File: src/rtl/console_frame_arbiter_if.sv
// Handshake bundle between the n64_controller bank, serial_handler and the frame arbiter.
// The slave modport is the arbiter's view; the master modport is the surrounding logic's view.
interface console_frame_arbiter_if #(
  parameter int NUM_CONSOLES = 4
);
  logic [NUM_CONSOLES-1:0] console_ready;
  logic                    frame_written;
  logic                    clear_overrides;
  logic                    request_frame;
  logic [NUM_CONSOLES-1:0] ignored_mask;
  logic                    timeout_pulse;
  logic [1:0]              state_dbg;

  modport slave (
    input  console_ready,
    input  frame_written,
    input  clear_overrides,
    output request_frame,
    output ignored_mask,
    output timeout_pulse,
    output state_dbg
  );

  modport master (
    output console_ready,
    output frame_written,
    output clear_overrides,
    input  request_frame,
    input  ignored_mask,
    input  timeout_pulse,
    input  state_dbg
  );
endinterface

File: src/rtl/console_frame_arbiter.sv
// Raises one frame request when every non-ignored console is ready.
// Consoles that stall the bank past TIMEOUT_CYCLES are ignored until cleared.
module console_frame_arbiter #(
  parameter int          NUM_CONSOLES   = 4,
  parameter int unsigned TIMEOUT_CYCLES = 500_000_000
) (
  input  logic                   clk,
  input  logic                   rst,
  console_frame_arbiter_if.slave bus
);

  typedef enum logic [1:0] {
    IDLE    = 2'd0,
    WAIT    = 2'd1,
    REQUEST = 2'd2
  } state_t;

  localparam logic [31:0] TIMEOUT_LAST = 32'(TIMEOUT_CYCLES - 1);

  state_t                  state_q, state_d;
  logic [31:0]             count_q, count_d;
  logic [NUM_CONSOLES-1:0] mask_q, mask_d;
  logic                    request_q, request_d;
  logic                    pulse_q, pulse_d;

  logic [NUM_CONSOLES-1:0] timeout_bits;
  logic                    timeout_fire;
  logic                    all_ready;
  logic                    any_live;

  assign all_ready = &(bus.console_ready | mask_q);
  assign any_live  = |(bus.console_ready & ~mask_q);

  always_ff @(posedge clk or posedge rst) begin
    if (rst) begin
      state_q   <= IDLE;
      count_q   <= '0;
      mask_q    <= '0;
      request_q <= 1'b0;
      pulse_q   <= 1'b0;
    end else begin
      state_q   <= state_d;
      count_q   <= count_d;
      mask_q    <= mask_d;
      request_q <= request_d;
      pulse_q   <= pulse_d;
    end
  end

  // An unsolicited frame_written outranks every IDLE/WAIT decision.
  always_comb begin
    state_d      = state_q;
    count_d      = count_q;
    timeout_bits = '0;
    timeout_fire = 1'b0;
    case (state_q)
      IDLE: begin
        if (bus.frame_written) begin
          state_d = IDLE;
          count_d = '0;
        end else if (all_ready && any_live) begin
          state_d = REQUEST;
        end else if (any_live) begin
          state_d = WAIT;
          count_d = '0;
        end
      end
      WAIT: begin
        if (bus.frame_written) begin
          state_d = IDLE;
          count_d = '0;
        end else if (all_ready) begin
          state_d = REQUEST;
        end else if (!any_live) begin
          state_d = IDLE;
          count_d = '0;
        end else if (count_q == TIMEOUT_LAST) begin
          state_d      = REQUEST;
          timeout_bits = ~bus.console_ready;
          timeout_fire = 1'b1;
        end else begin
          count_d = count_q + 32'd1;
        end
      end
      REQUEST: begin
        if (bus.frame_written) begin
          state_d = IDLE;
          count_d = '0;
        end
      end
      default: begin
        state_d = IDLE;
        count_d = '0;
      end
    endcase

    mask_d    = (bus.clear_overrides ? '0 : mask_q) | timeout_bits;
    request_d = (state_d == REQUEST);
    pulse_d   = timeout_fire;
  end

  assign bus.request_frame = request_q;
  assign bus.ignored_mask  = mask_q;
  assign bus.timeout_pulse = pulse_q;
  assign bus.state_dbg     = state_q;

endmodule

File: src/flat_wrapper.sv
// flat-port wrapper written by rule: the top's interface ports become plain ports
module console_frame_arbiter_flat 
#(
  parameter int          NUM_CONSOLES   = 4,
  parameter int unsigned TIMEOUT_CYCLES = 500_000_000
)
  (clk, rst, bus_console_ready, bus_frame_written, bus_clear_overrides, bus_request_frame, bus_ignored_mask, bus_timeout_pulse, bus_state_dbg);
  console_frame_arbiter_if #(.NUM_CONSOLES(NUM_CONSOLES)) bus_i ();
  input  logic clk;
  input  logic rst;
  input wire logic [$bits(bus_i.console_ready)-1:0] bus_console_ready;
  input wire logic [$bits(bus_i.frame_written)-1:0] bus_frame_written;
  input wire logic [$bits(bus_i.clear_overrides)-1:0] bus_clear_overrides;
  output wire logic [$bits(bus_i.request_frame)-1:0] bus_request_frame;
  output wire logic [$bits(bus_i.ignored_mask)-1:0] bus_ignored_mask;
  output wire logic [$bits(bus_i.timeout_pulse)-1:0] bus_timeout_pulse;
  output wire logic [$bits(bus_i.state_dbg)-1:0] bus_state_dbg;
  assign bus_i.console_ready = bus_console_ready;
  assign bus_i.frame_written = bus_frame_written;
  assign bus_i.clear_overrides = bus_clear_overrides;
  assign bus_request_frame = bus_i.request_frame;
  assign bus_ignored_mask = bus_i.ignored_mask;
  assign bus_timeout_pulse = bus_i.timeout_pulse;
  assign bus_state_dbg = bus_i.state_dbg;
  console_frame_arbiter #(.NUM_CONSOLES(NUM_CONSOLES), .TIMEOUT_CYCLES(TIMEOUT_CYCLES)) u_core (.clk(clk), .rst(rst), .bus(bus_i));
endmodule
File: config.mk
export PLATFORM = sky130hd
export DESIGN_NAME = console_frame_arbiter_flat
export DESIGN_NICKNAME = d
export VERILOG_FILES = /design/src/rtl/console_frame_arbiter_if.sv /design/src/rtl/console_frame_arbiter.sv /design/src/flat_wrapper.sv
export SDC_FILE = /design/constraint.sdc
export NUM_CORES = 1
export LEC_CHECK = 0
export CELL_PAD_IN_SITES_DETAIL_PLACEMENT = 2
export CELL_PAD_IN_SITES_GLOBAL_PLACEMENT = 2
export CORE_ASPECT_RATIO = 0.8
export CORE_MARGIN = 4
export CORE_UTILIZATION = 33
export DETAILED_ROUTE_END_ITERATION = 10
export PLACE_DENSITY = 0.76
export SLEW_MARGIN = 25
export SYNTH_ARGS = -nofsm -noshare
export SYNTH_HDL_FRONTEND = slang
export SYNTH_SLANG_ARGS = --single-unit
File: constraint.sdc
create_clock -name clk -period 2.1 [get_ports clk]
set_input_delay 0.21 -clock clk [delete_from_list [all_inputs] [get_ports clk]]
set_output_delay 0.21 -clock clk [all_outputs]
set_load 0.005 [all_outputs]
Word-level counts from Yosys, hierarchy flattened:

Cells that the tools add are included.

* word-level logic and storage cells: 54
* input bits: 8
* output and inout port bits: 8
* register bits after elaboration: 40

* reductions and logical operators: 5
* equal/unequal tests: 9
* bitwise logic cells: 5
* $add $sub $neg: 1
* multiplexer cells: 29

Operator list (number)
* two-way mux 32 bit: 8
* case mux 32 bit (3 select lines): 1
* adder 32 x 1 -> 32 bit (second input constant): 1
* == test 32 x 29 -> 1 bit (second input constant): 1
* two-way mux 4 bit: 6
* two-way mux 2 bit: 8
* NOT 4 bit: 2
* bitwise OR 4 bit: 2
* != test 3 bit (second input constant): 2
* case mux 2 bit (3 select lines): 1
* two-way mux 1 bit: 5
* AND reduction 5 bit: 1
* AND 4 bit: 1
* == test 2 bit (second input constant): 2
* != test 4 bit (second input constant): 1
* AND reduction 4 bit: 1
* OR reduction 4 bit: 1
* != test 3 x 2 -> 1 bit (second input constant): 1
* == test 2 x 1 -> 1 bit (second input constant): 1
* logical NOT 2 bit: 1
* != test 2 bit (second input constant): 1
* logical AND 1 bit: 1

Depth between registers and ports, before layout:

Gate-level depths: netlist (run 1).

* depth in word-level cells: 8
* gate-level depth with buffers: 9
* depth with buffers taken out: 7

Least setup slack after synthesis (run 1):

OpenSTA, ideal clock, no wires.

* path type: flip-flop to flip-flop
* start point: register u_core.count_q[0]
* end point: register u_core.count_q[22]
* cell stages (with the launch flop): 10
* required time: 1.975 ns
* arrival: 2.127 ns
* slack: -0.152 ns
* setup time: 0.125 ns
* path buffers: 2
* clock period less this slack: 2.252 ns
* cells stage by stage: dfrtp_1 > ha_1 > nand3_1 > nor3_1 > and4_4 > buf_6 > or2_1 > buf_6 > nor4_4 > mux2_4

* word-level cells in the longest chain between the ends: 6
* elaborated cells between the ends (all ways): 9
* those cells by class: add/sub (1); eq/ne (2); mux (5); reduce/logical (1)

RTL lines
* from (decl): RTL line console_frame_arbiter.sv:21 `logic [31:0] count_q, count_d;`
* from (signal assigned): RTL line console_frame_arbiter.sv:43 `count_q <= count_d;`
* adder 32 x 1 -> 32 bit: RTL line console_frame_arbiter.sv:82 `count_d = count_q + 32'd1;`
* two-way mux 32 bit: RTL line console_frame_arbiter.sv:77 `end else if (count_q == TIMEOUT_LAST) begin`
* two-way mux 32 bit: RTL line console_frame_arbiter.sv:74 `end else if (!any_live) begin`
* two-way mux 32 bit: RTL line console_frame_arbiter.sv:72 `end else if (all_ready) begin`
* two-way mux 32 bit: RTL line console_frame_arbiter.sv:69 `if (bus.frame_written) begin`
* case mux 32 bit (3 select lines): RTL line console_frame_arbiter.sv:56 `case (state_q)`

Parallel ways exist; a longest one is shown, timed or not. The select of a mux whose other input is x is not followed.
A chain may end at the register's enable or synchronous reset.

Worst setup path after layout (run 1):

* start point: register u_core.count_q[0]
* end point: register u_core.count_q[11]

Same word-level chain as after synthesis.

==> metrics, run 1 <==
run status=completed; synthesized netlist net count=259; Period Utilization, post-route=96.1%; residual antenna-violating net count after detailed routing=0; overall global routing resource usage=19.5%; relative max-transition margin=65.2%; Die Outline Area=8490 sq um; number of distinct library cells after synthesis=48; final count of negative-setup-slack endpoints=0; Seq/Total Area, Yosys=42.9%; number of enable-type register cells in the synthesized netlist=0; total chip power=1.48 mW; arrival time of the worst setup path=2230 ps; Worst Setup Start Kind=register; Setup crit end=u_core.count_q[11]$_DFFE_PP0P_; IO Count=16; Cell Area, Synth=2330 sq um; average footprint of a synthesized cell=9.33 sq um; RSZ-0062 raised after global routing=true; required time reported for the critical path endpoint=2310 ps; CORE AREA=6890 sq um; DRC violation count after routing=0; count of final max-slew check failures=0; launch point of the worst path=u_core.count_q[0]$_DFFE_PP0P_; CTS tree=done; Worst Hold Margin=356 ps; largest fanout on the critical path=8; Vert. Die Dim=83.2 microns; total via count after detailed routing=2,198; fraction of the mapped netlist area in compound gates=9.44%; clock insertion delay at the later pin of the skew report=300 ps; dominant combinational cell family by area after synthesis=simple AND/OR/NAND/NOR gates; number of I/O port buffers=15; Post-synth ARST share=100%; hold-fix buffer count after cts=0; max_cap viols=0; maximum clock rate=496 MHz; half-perimeter wire length after placement=5740 microns; Initial Utilization=33.9%; final net count=323; post-synthesis register bit count=40; initial detailed-routing violation count=58; horizontal die dimension=102 microns; First-pass DRT Iterations=4; number of antenna violations at the first check in global routing=0; gate count of the mapped netlist=250; type of element capturing the critical path=register; transition at the pin with the smallest max-transition slack=522 ps; Syn. warnings=0; clock edge transition at the registers on the reported setup and hold paths=80 ps; flop-to-flop setup slack=80 ps; maximum buffer depth of the clock tree=2; type of the worst min-delay path=primary input to asynchronous set/reset pin; worst reg2reg path depth=7; minimum clock period after layout=2020 ps; fraction of layout instances using a drive strength above 1=28.6%; Setup Crit Path Kind=register to register; maximum number of pins on one net before global-route repair=41; area share of xor/xnor cells in the synthesized design=9.01%; cell leakage power=1.22 nW; Setup Skew=6.83 ps; Avg WL per Cell=20.3 microns; Clock Root Buffer=sky130_fd_sc_hd__clkbuf_8; reg-to-reg critical path startpoint=u_core.count_q[0]$_DFFE_PP0P_; vias in the first global route=2,404; number of buffers added by the clock tree synthesis step=5; FP Rows=27; number of clock sinks seen by CTS=40; Primary FF master, synth=sky130_fd_sc_hd__dfrtp_1; WL final=8150 microns; Peak supply drop=0.000222 V; antenna diode count=0; aggregate global routing overflow=0; GP Congestion=0.789; Critical R2R Capture=u_core.count_q[11]$_DFFE_PP0P_; level count of the clock H-tree=2; share of synthesized cell area in and, or, nand and nor gates=33.2%; power per standard cell area=474 nW/um^2; mux contribution to synthesized area=0.643%; average vias per placed instance=5.47; arithmetic-cell share of the synthesized area counting full adders, half adders and majority gates=0.536%; number of hold violations in the final report=0; growth of design area from synthesis to finish=34.0%; global-route wire length before repair=13,000 microns
-- cell type report --
cell class                      count  area [sq um]
Tap cell                           87           109
Clock buffer                        8          90.1
Timing Repair Buffer               68           564
Fill cell                         753          3760
Multi-Input combinational cell    189          1320
Sequential cell                    40          1000
Inverter                           10          37.5
-- logic make-up (layout without fill, tap and decap cells) --
| logic type | count (synthesis) | count (layout) |
|---|---|---|
| muxes | 1 | 1 |
| xor gates and xnor gates | 24 | 24 |
| AOI/OAI and AO/OA | 28 | 28 |
| adders and majority gates | 1 | 1 |
| and+or+nand+nor | 135 | 135 |
| buffers and inverters | 21 | 86 |
| DFF | 40 | 40 |
-- placed cells by master, fill, tap and decap left out, types with 3 or more instances in the layout --
cell type / count
sky130_fd_sc_hd__a21oi_1: 3
sky130_fd_sc_hd__and3_1: 7
sky130_fd_sc_hd__and4_1: 3
sky130_fd_sc_hd__buf_4: 51
sky130_fd_sc_hd__clkbuf_8: 6
sky130_fd_sc_hd__clkdlybuf4s50_1: 15
sky130_fd_sc_hd__dfrtp_1: 37
sky130_fd_sc_hd__dfrtp_2: 3
sky130_fd_sc_hd__inv_1: 9
sky130_fd_sc_hd__nand2_1: 12
sky130_fd_sc_hd__nand2b_2: 3
sky130_fd_sc_hd__nand3_1: 12
sky130_fd_sc_hd__nand4_1: 11
sky130_fd_sc_hd__nor2_1: 31
sky130_fd_sc_hd__nor3_1: 19
sky130_fd_sc_hd__nor4_1: 4
sky130_fd_sc_hd__nor4_2: 5
sky130_fd_sc_hd__nor4b_2: 4
sky130_fd_sc_hd__o21ai_0: 9
sky130_fd_sc_hd__o22ai_1: 4
sky130_fd_sc_hd__xnor2_1: 24
-- metrics by stage --
stage / instance area (sq um) / instances / TNS (ps) / setup slack (ps) / utilization, %
after CTS: 3040 / 400 / 0 / 37.6 / 44.2
after floorplan: 2350 / 250 / 0 / 7.36 / -
after global placement: 2930 / 391 / -445 / -99.5 / 42.6
after global routing: 3130 / 402 / -234 / -88.0 / 45.4
final: 3130 / 402 / 0 / 82.9 / 45.4
after detailed placement: 2930 / 391 / -2400 / -230 / 42.6
-- worst min-delay path by stage --
stage / from / to / cells after the start
2_1_floorplan: bus_frame_written / u_core.bus.request_frame$_DFF_PP0_ / 1
3_3_place_gp: u_core.count_q[24]$_DFFE_PP0P_ / u_core.count_q[24]$_DFFE_PP0P_ / 2
3_5_place_dp: u_core.count_q[24]$_DFFE_PP0P_ / u_core.count_q[24]$_DFFE_PP0P_ / 2
4_1_cts: rst / u_core.count_q[14]$_DFFE_PP0P_ / 3
5_1_grt: rst / u_core.bus.ignored_mask[1]$_DFF_PP0_ / 3
6_report: rst / u_core.bus.ignored_mask[1]$_DFF_PP0_ / 3
-- cells in the mapped netlist (2+ instances only) --
master / n / area (sq um)
sky130_fd_sc_hd__nor4bb_1: 2 / 20.0
sky130_fd_sc_hd__a31oi_1: 2 / 12.5
sky130_fd_sc_hd__nor2_1: 32 / 120
sky130_fd_sc_hd__nand2_1: 12 / 45.0
sky130_fd_sc_hd__nor4b_1: 6 / 52.6
sky130_fd_sc_hd__buf_6: 2 / 22.5
sky130_fd_sc_hd__nor4_2: 2 / 25.0
sky130_fd_sc_hd__clkbuf_1: 4 / 15.0
sky130_fd_sc_hd__nand2b_1: 3 / 18.8
sky130_fd_sc_hd__a21oi_1: 3 / 15.0
sky130_fd_sc_hd__nand3_1: 14 / 70.1
sky130_fd_sc_hd__nor4_1: 8 / 50.1
sky130_fd_sc_hd__or2_1: 2 / 12.5
sky130_fd_sc_hd__o21ai_0: 9 / 45.0
sky130_fd_sc_hd__nand4_1: 11 / 68.8
sky130_fd_sc_hd__and3_1: 7 / 43.8
sky130_fd_sc_hd__buf_2: 3 / 15.0
sky130_fd_sc_hd__inv_1: 10 / 37.5
sky130_fd_sc_hd__and4_1: 4 / 35.0
sky130_fd_sc_hd__nand2b_2: 2 / 17.5
sky130_fd_sc_hd__nor3_1: 19 / 95.1
sky130_fd_sc_hd__o22ai_1: 4 / 25.0
sky130_fd_sc_hd__xnor2_1: 24 / 210
sky130_fd_sc_hd__and2_1: 2 / 12.5
sky130_fd_sc_hd__dfrtp_1: 40 / 1000
-- per-layer routing --
metal | GRT usage [%] | routed length, microns | up-vias
met2 | 29.6 | 3760 | 35
li1 | - | - | 1033
met5 | 0 | 0 | -
met3 | 3.86 | 236 | 17
met4 | 5.36 | 225 | 0
met1 | 28.0 | 3940 | 1113
-- registers in the layout (all words and copies together), names as in the netlist --
register,count
u_core.count_q,32
u_core.bus.ignored_mask,4
u_core.bus.state_dbg,2
u_core.bus.request_frame,1
u_core.bus.timeout_pulse,1
-- repair_timing --
action / CTS / global route
gates resized for setup: 2 / 16
pin swaps: 1 / 2
buffers inserted: 1 / 2
endpoints found under the setup margin: 8 / 23
-- power by group --
group | leakage [nW] | total [mW] | switching, mW | internal, mW
Sequential | 0.551 | 0.780 | 0.00459 | 0.775
Clock | 0.0455 | 0.536 | 0.268 | 0.268
Combinational | 0.620 | 0.167 | 0.0974 | 0.0698
Total | 1.22 | 1.48 | 0.370 | 1.11
-- worst max-delay path, cell delays in order, from the launching register on --
cell	delay [ps]
sky130_fd_sc_hd__dfrtp_1	360
sky130_fd_sc_hd__buf_4	130
sky130_fd_sc_hd__nand4_1	220
sky130_fd_sc_hd__buf_4	270
sky130_fd_sc_hd__nor2_1	140
sky130_fd_sc_hd__nand4_1	200
sky130_fd_sc_hd__or3_1	410
sky130_fd_sc_hd__a21oi_1	200
Note: power is estimated with default switching activity, not from simulation.
==> run 2, diff against run 1 <==
- GPL_ROUTABILITY_DRIVEN: default -> 0
- REMOVE_ABC_BUFFERS: default -> 1
==> run 2 against run 1 <==
Compared with the run above:
- cell count fell by 2.7%
- count of clock-buffer cells in the layout decreased by 1
- clock skew about the same
- critical path depth is 1 lower
- sequential share of layout area grew 0.95 points
- total power decreased by 1.3%
- global-route usage grew 0.39 points
- setup slack worse by 14 ps
- first-iteration DRC count increased by 21%
- register-to-register slack hardly changed
- non-clock buffer count decreased by 11
- maximum frequency shrank 0.70%
- largest power group unchanged
==> metrics, run 2 (synthesis gave the netlist of run 1 again) <==
antenna diode count=0 (unchanged); most used cells in the layout excluding fill and tap cells=40 x sky130_fd_sc_hd__buf_4, 38 x sky130_fd_sc_hd__dfrtp_1, 32 x sky130_fd_sc_hd__nor2_1; First-pass DRT Iterations=4 (unchanged); type of the worst min-delay path=primary input to asynchronous set/reset pin; flip-flop count of the largest register after layout=32 (unchanged); Period Utilization, post-route=96.7% (+0.68 points); average vias per placed instance=5.42 (-0.88%); power per standard cell area=482 nW/um^2 (+1.7%); CORE AREA=6890 sq um (unchanged); number of antenna violations at the first check in global routing=0 (unchanged); Avg WL per Cell=20.1 microns (-0.87%); overall global routing resource usage=19.9% (+0.39 points); Worst path slowest cell=sky130_fd_sc_hd__dfrtp_2; run status=completed; clock insertion delay at the later pin of the skew report=290 ps (about the same); layer with the highest usage=met2; Clock Root Buffer=sky130_fd_sc_hd__clkbuf_8; count of final max-slew check failures=0 (unchanged); number of buffers added by the clock tree synthesis step=5 (unchanged); cell leakage power=1.18 nW (-3.3%); met3 Use GR=3.02% (-0.84 points); clock edge transition at the registers on the reported setup and hold paths=80 ps (about the same); IO Count=16 (unchanged); Vert. Die Dim=83.2 microns (unchanged); Reg with most FFs=u_core.count_q; Critical Path Max Stage Delay=460 ps (+50 ps); largest fanout on the critical path=5 (-3); transition at the pin with the smallest max-transition slack=567 ps (+44.9 ps); Worst path top cell family by delay=simple AND/OR/NAND/NOR gates; total via count after detailed routing=2,119 (-3.6%); number of I/O port buffers=15 (unchanged); initial detailed-routing violation count=70 (+21%); maximum clock rate=492 MHz (-0.70%); cell chain of the critical path=nand2b_4 -> a41oi_2 -> o32ai_2 -> or2_4 -> nor4_4 -> mux2_4; Peak supply drop=0.000205 V (-7.6%); met1 Resource Use GR=28.6% (+0.68 points); level count of the clock H-tree=2 (unchanged); max_cap viols=0 (unchanged); WL final=7860 microns (-3.6%); half-perimeter wire length after placement=5730 microns (-0.26%); Die Outline Area=8490 sq um (unchanged); most common cell after layout, fill and taps aside=sky130_fd_sc_hd__buf_4; maximum buffer depth of the clock tree=2 (unchanged); Setup Crit Path Kind=register to register; required time reported for the critical path endpoint=2280 ps (-30 ps); FP Rows=27 (unchanged); worst reg2reg path depth=6 (-1); global-route wire length before repair=13,100 microns (+0.75%); horizontal die dimension=102 microns (unchanged); total negative setup slack=0 ps (unchanged); hold-fix buffer count after cts=0 (unchanged); number of hold violations in the final report=0 (unchanged); Setup Skew=6.71 ps (-0.127 ps); RSZ-0062 raised after global routing=true; fraction of layout instances using a drive strength above 1=24.3% (-4.2 points); CTS tree=done; minimum clock period after layout=2030 ps (+14.3 ps); final count of negative-setup-slack endpoints=0 (unchanged); DRC violation count after routing=0 (unchanged); fraction of the core area covered by cells at the end of the flow=44.0% (-1.4 points); placed cell count=377 (-3.6%); growth of design area from synthesis to finish=30.0%; Worst Setup Start Kind=register; aggregate global routing overflow=0 (unchanged); final net count=312 (-3.4%); total chip power=1.46 mW (-1.3%); relative max-transition margin=62.0% (-3.2 points); Post-Layout Cell Count=391 (-2.7%); arrival time of the worst setup path=2210 ps (-20 ps); number of filler instances in the final layout=760 (+0.93%); vias in the first global route=2,287 (-4.9%); type of element capturing the critical path=register; maximum number of pins on one net before global-route repair=26 (-37%); number of clock sinks seen by CTS=40 (unchanged); routing usage on met2=31.0% (+1.4 points); residual antenna-violating net count after detailed routing=0 (unchanged); buffers and inverters on the worst path=0 (-2); Worst path depth=6 (-1); Initial Utilization=33.9% (unchanged)
-- run 2: final timing paths --
kind | start | end | slack [ps]
worst max-delay path | u_core.bus.ignored_mask[2]$_DFF_PP0_ | u_core.count_q[22]$_DFFE_PP0P_ | 70
worst min-delay path | rst | u_core.count_q[26]$_DFFE_PP0P_ | 210
worst max register to register | u_core.bus.ignored_mask[2]$_DFF_PP0_ | u_core.count_q[22]$_DFFE_PP0P_ | 70
worst min register to register | u_core.count_q[7]$_DFFE_PP0P_ | u_core.count_q[7]$_DFFE_PP0P_ | 560
max in group asynchronous | rst | u_core.count_q[15]$_DFFE_PP0P_ | 1310
min in group clk | u_core.count_q[7]$_DFFE_PP0P_ | u_core.count_q[7]$_DFFE_PP0P_ | 560
-- run 2: layout make-up --
| type | instances | area (sq um) | share of cell area [%] |
|---|---|---|---|
| Clock buffer | 7 | 76.3 | 2.52 |
| Tap cell | 87 | 109 | 3.59 |
| Multi-Input combinational cell | 189 | 1320 | 43.4 |
| Timing Repair Buffer | 57 | 482 | 15.9 |
| Clock inverter | 1 | 8.76 | 0.289 |
| Inverter | 10 | 37.5 | 1.24 |
| Sequential cell | 40 | 1000 | 33.1 |
-- run 2: power breakdown --
part	internal [mW]	switching, mW
clock network	0.238	0.284
registers	0.775	0.00806
logic	0.0672	0.0914
-- run 2: metrics by stage --
| stage | instance area, sq um | worst slack [ps] | hold slack [ps] |
|---|---|---|---|
| final | 3030 | 68.6 | 210 |
| after global routing | 3030 | -33.1 | 245 |
| after CTS | 2930 | 15.6 | 230 |
| after detailed placement | 2810 | -206 | 548 |
| after global placement | 2810 | -92.3 | 517 |
| after floorplan | 2270 | -362 | 273 |
-- run 2: layer usage --
layer | part of all wire, % | routed length [microns] | vias to the layer above
li1 | - | - | 1012
met1 | 48 | 3790 | 1084
met2 | 49 | 3860 | 14
met3 | 1.3 | 105 | 9
met4 | 1.4 | 107 | 0
met5 | 0 | 0 | -
-- run 2: timing repair --
item | 4_1_cts | 5_1_grt
resized for setup | 5 | 13
endpoints found under the setup margin | 6 | 22
setup buffers | 1 | 5
pin swaps | 1 | 7
==> run 3, diff against run 2 <==
- PLACE_DENSITY: 0.76 -> 0.72
- SKIP_CTS_REPAIR_TIMING: default -> 1
==> run 3 against run 2 <==
Compared with the run above:
- worst hold slack better by 140 ps
- wire length is 2.0% higher
- largest cell class unchanged
- cell area is 0.87% lower
- die area stayed put
- combinational power is 3% lower
- via count is 1.6% higher
- first-iteration DRC count is 14% higher
- total power is 1.7% higher
- sequential share of layout area is 0.29 points higher
- sequential cell count stayed put
==> metrics, run 3 (synthesis gave the netlist of run 1 again) <==
max_cap viols=0 (unchanged); reg-to-reg critical path startpoint=u_core.count_q[4]$_DFFE_PP0P_; residual antenna-violating net count after detailed routing=0 (unchanged); Internal=1.10 mW (+1.7%); WL final=8020 microns (+2.0%); IO Count=16 (unchanged); launch point of the worst path=u_core.count_q[4]$_DFFE_PP0P_; number of antenna violations at the first check in global routing=0 (unchanged); total chip power=1.49 mW (+1.7%); vias in the first global route=2,415 (+5.6%); cell leakage power=1.16 nW (-1.1%); clock insertion delay at the later pin of the skew report=300 ps (about the same); power per standard cell area=495 nW/um^2 (+2.6%); total negative setup slack=0 ps (unchanged); fraction of layout instances using a drive strength above 1=24.4% (+0.080 points); total via count after detailed routing=2,153 (+1.6%); CTS tree=done; average vias per placed instance=5.52 (+1.9%); maximum clock rate=492 MHz (about the same); growth of design area from synthesis to finish=28.8%; Period Utilization, post-route=96.8% (about the same); transition at the pin with the smallest max-transition slack=549 ps (-17.4 ps); antenna diode count=0 (unchanged); Clock Root Buffer=sky130_fd_sc_hd__clkbuf_8; switching power=390 uW (+1.8%); number of clock sinks seen by CTS=40 (unchanged); final net count=311 (-0.32%); horizontal die dimension=102 microns (unchanged); area of the multi-input gates=1300 sq um (-1.3%); flip-flop count of the largest register after layout=32 (unchanged); Worst Setup Start Kind=register; arrival time of the worst setup path=2210 ps (about the same); most used cells in the layout excluding fill and tap cells=39 x sky130_fd_sc_hd__buf_4, 38 x sky130_fd_sc_hd__dfrtp_1, 32 x sky130_fd_sc_hd__nor2_1; switching fraction of total power=26.2% (about the same); CORE AREA=6890 sq um (unchanged); clock edge transition at the registers on the reported setup and hold paths=80 ps (about the same); number of I/O port buffers=15 (unchanged); power share of the clock group=37.1% (+1.5 points); Die Outline Area=8490 sq um (unchanged); area occupied by registers=1000 sq um (unchanged); type of the worst min-delay path=primary input to asynchronous set/reset pin; First-pass DRT Iterations=4 (unchanged); DRC violation count after routing=0 (unchanged); RSZ-0062 raised after global routing=true; aggregate global routing overflow=0 (unchanged); required time reported for the critical path endpoint=2280 ps (about the same); Reg with most FFs=u_core.count_q; overall global routing resource usage=19.7% (-0.20 points); maximum number of pins on one net before global-route repair=41 (+58%); initial detailed-routing violation count=80 (+14%); level count of the clock H-tree=2 (unchanged); number of buffers added by the clock tree synthesis step=5 (unchanged); count of final max-slew check failures=0 (unchanged); number of filler instances in the final layout=757 (-0.39%); final count of negative-setup-slack endpoints=0 (unchanged); type of element capturing the critical path=register; Peak supply drop=0.000302 V (+47%); Initial Utilization=33.9% (unchanged); power share of the sequential group=52.6% (-0.9 points); FP Rows=27 (unchanged); largest fanout on the critical path=6 (+1); Setup Skew=9.91 ps (+3.21 ps); run status=completed; most common cell after layout, fill and taps aside=sky130_fd_sc_hd__buf_4; Combinational Power Share=10.3% (-0.5 points); global-route wire length before repair=13,100 microns (about the same); Avg WL per Cell=20.6 microns (+2.3%); half-perimeter wire length after placement=5680 microns (-0.89%); Vert. Die Dim=83.2 microns (unchanged); relative max-transition margin=63.4% (+1.4 points); number of hold violations in the final report=0 (unchanged); maximum buffer depth of the clock tree=2 (unchanged); minimum clock period after layout=2030 ps (+0.605 ps); Setup Crit Path Kind=register to register
==> run 3: changes by cell type in the layout (fill, tap and decap cells not counted), sizes merged <==
cell	previous run	this run
clkbuf	7	6
buf	42	41
clkinv	2	3
==> run 3: power groups by stage <==
| stage | registers (mW) | logic [mW] | clock network [mW] |
|---|---|---|---|
| after floorplan | 0.798 | 0.0628 | 0 |
| after global placement | 0.796 | 0.144 | 0 |
| after detailed placement | 0.797 | 0.151 | 0 |
| after CTS | 0.782 | 0.153 | 0.570 |
| after global routing | 0.783 | 0.169 | 0.599 |
| final | 0.782 | 0.154 | 0.552 |
==> run 3: worst max-delay path, stage by stage, from the launching register on <==
cell and delay [ps]:
sky130_fd_sc_hd__dfrtp_1 400, sky130_fd_sc_hd__nand4_1 260, sky130_fd_sc_hd__buf_4 170, sky130_fd_sc_hd__nor3_1 40
sky130_fd_sc_hd__and4_4 190, sky130_fd_sc_hd__or2_4 260, sky130_fd_sc_hd__nor4_4 280, sky130_fd_sc_hd__mux2_4 320
==> run 3: per-layer routing <==
metal,GRT usage [%],up-vias,part of all wire (%)
met1,28.1,1123,50
met4,5.36,0,1.1
li1,-,1007,-
met2,30.9,17,47
met3,2.77,6,1.4
met5,0,-,0
==> run 3: final cells by class <==
class / count / share of cell area (%)
clock inverter: 2 / 0.333
clock buffer: 6 / 2.75
inverter: 10 / 1.25
multi-input combinational: 189 / 43.2
timing repair buffer: 56 / 15.5
tap: 87 / 3.62
sequential: 40 / 33.4
==> run 3: path summary, 6_finish.rpt <==
check,endpoint,slack (ps),cells after the start
worst min-delay path,u_core.count_q[25]$_DFFE_PP0P_,350,3
min in group clk,u_core.bus.ignored_mask[1]$_DFF_PP0_,530,2
max in group asynchronous,u_core.count_q[20]$_DFFE_PP0P_,1350,3
worst max-delay path,u_core.count_q[22]$_DFFE_PP0P_,70,7
worst min register to register,u_core.count_q[16]$_DFFE_PP0P_,560,2
worst max register to register,u_core.count_q[22]$_DFFE_PP0P_,70,7
==> run 3: metrics by stage <==
step           area, sq um  cells  util (%)  hold slack, ps  worst slack (ps)
3_5_place_dp          2830    381      41.1             521              -188
4_1_cts               2920    389      42.4             384             -85.2
2_1_floorplan         2270    239         -             273              -362
3_3_place_gp          2830    381      41.1             520             -71.2
5_1_grt               3010    390      43.6             388             -29.9
6_report              3010    390      43.6             351              68.0
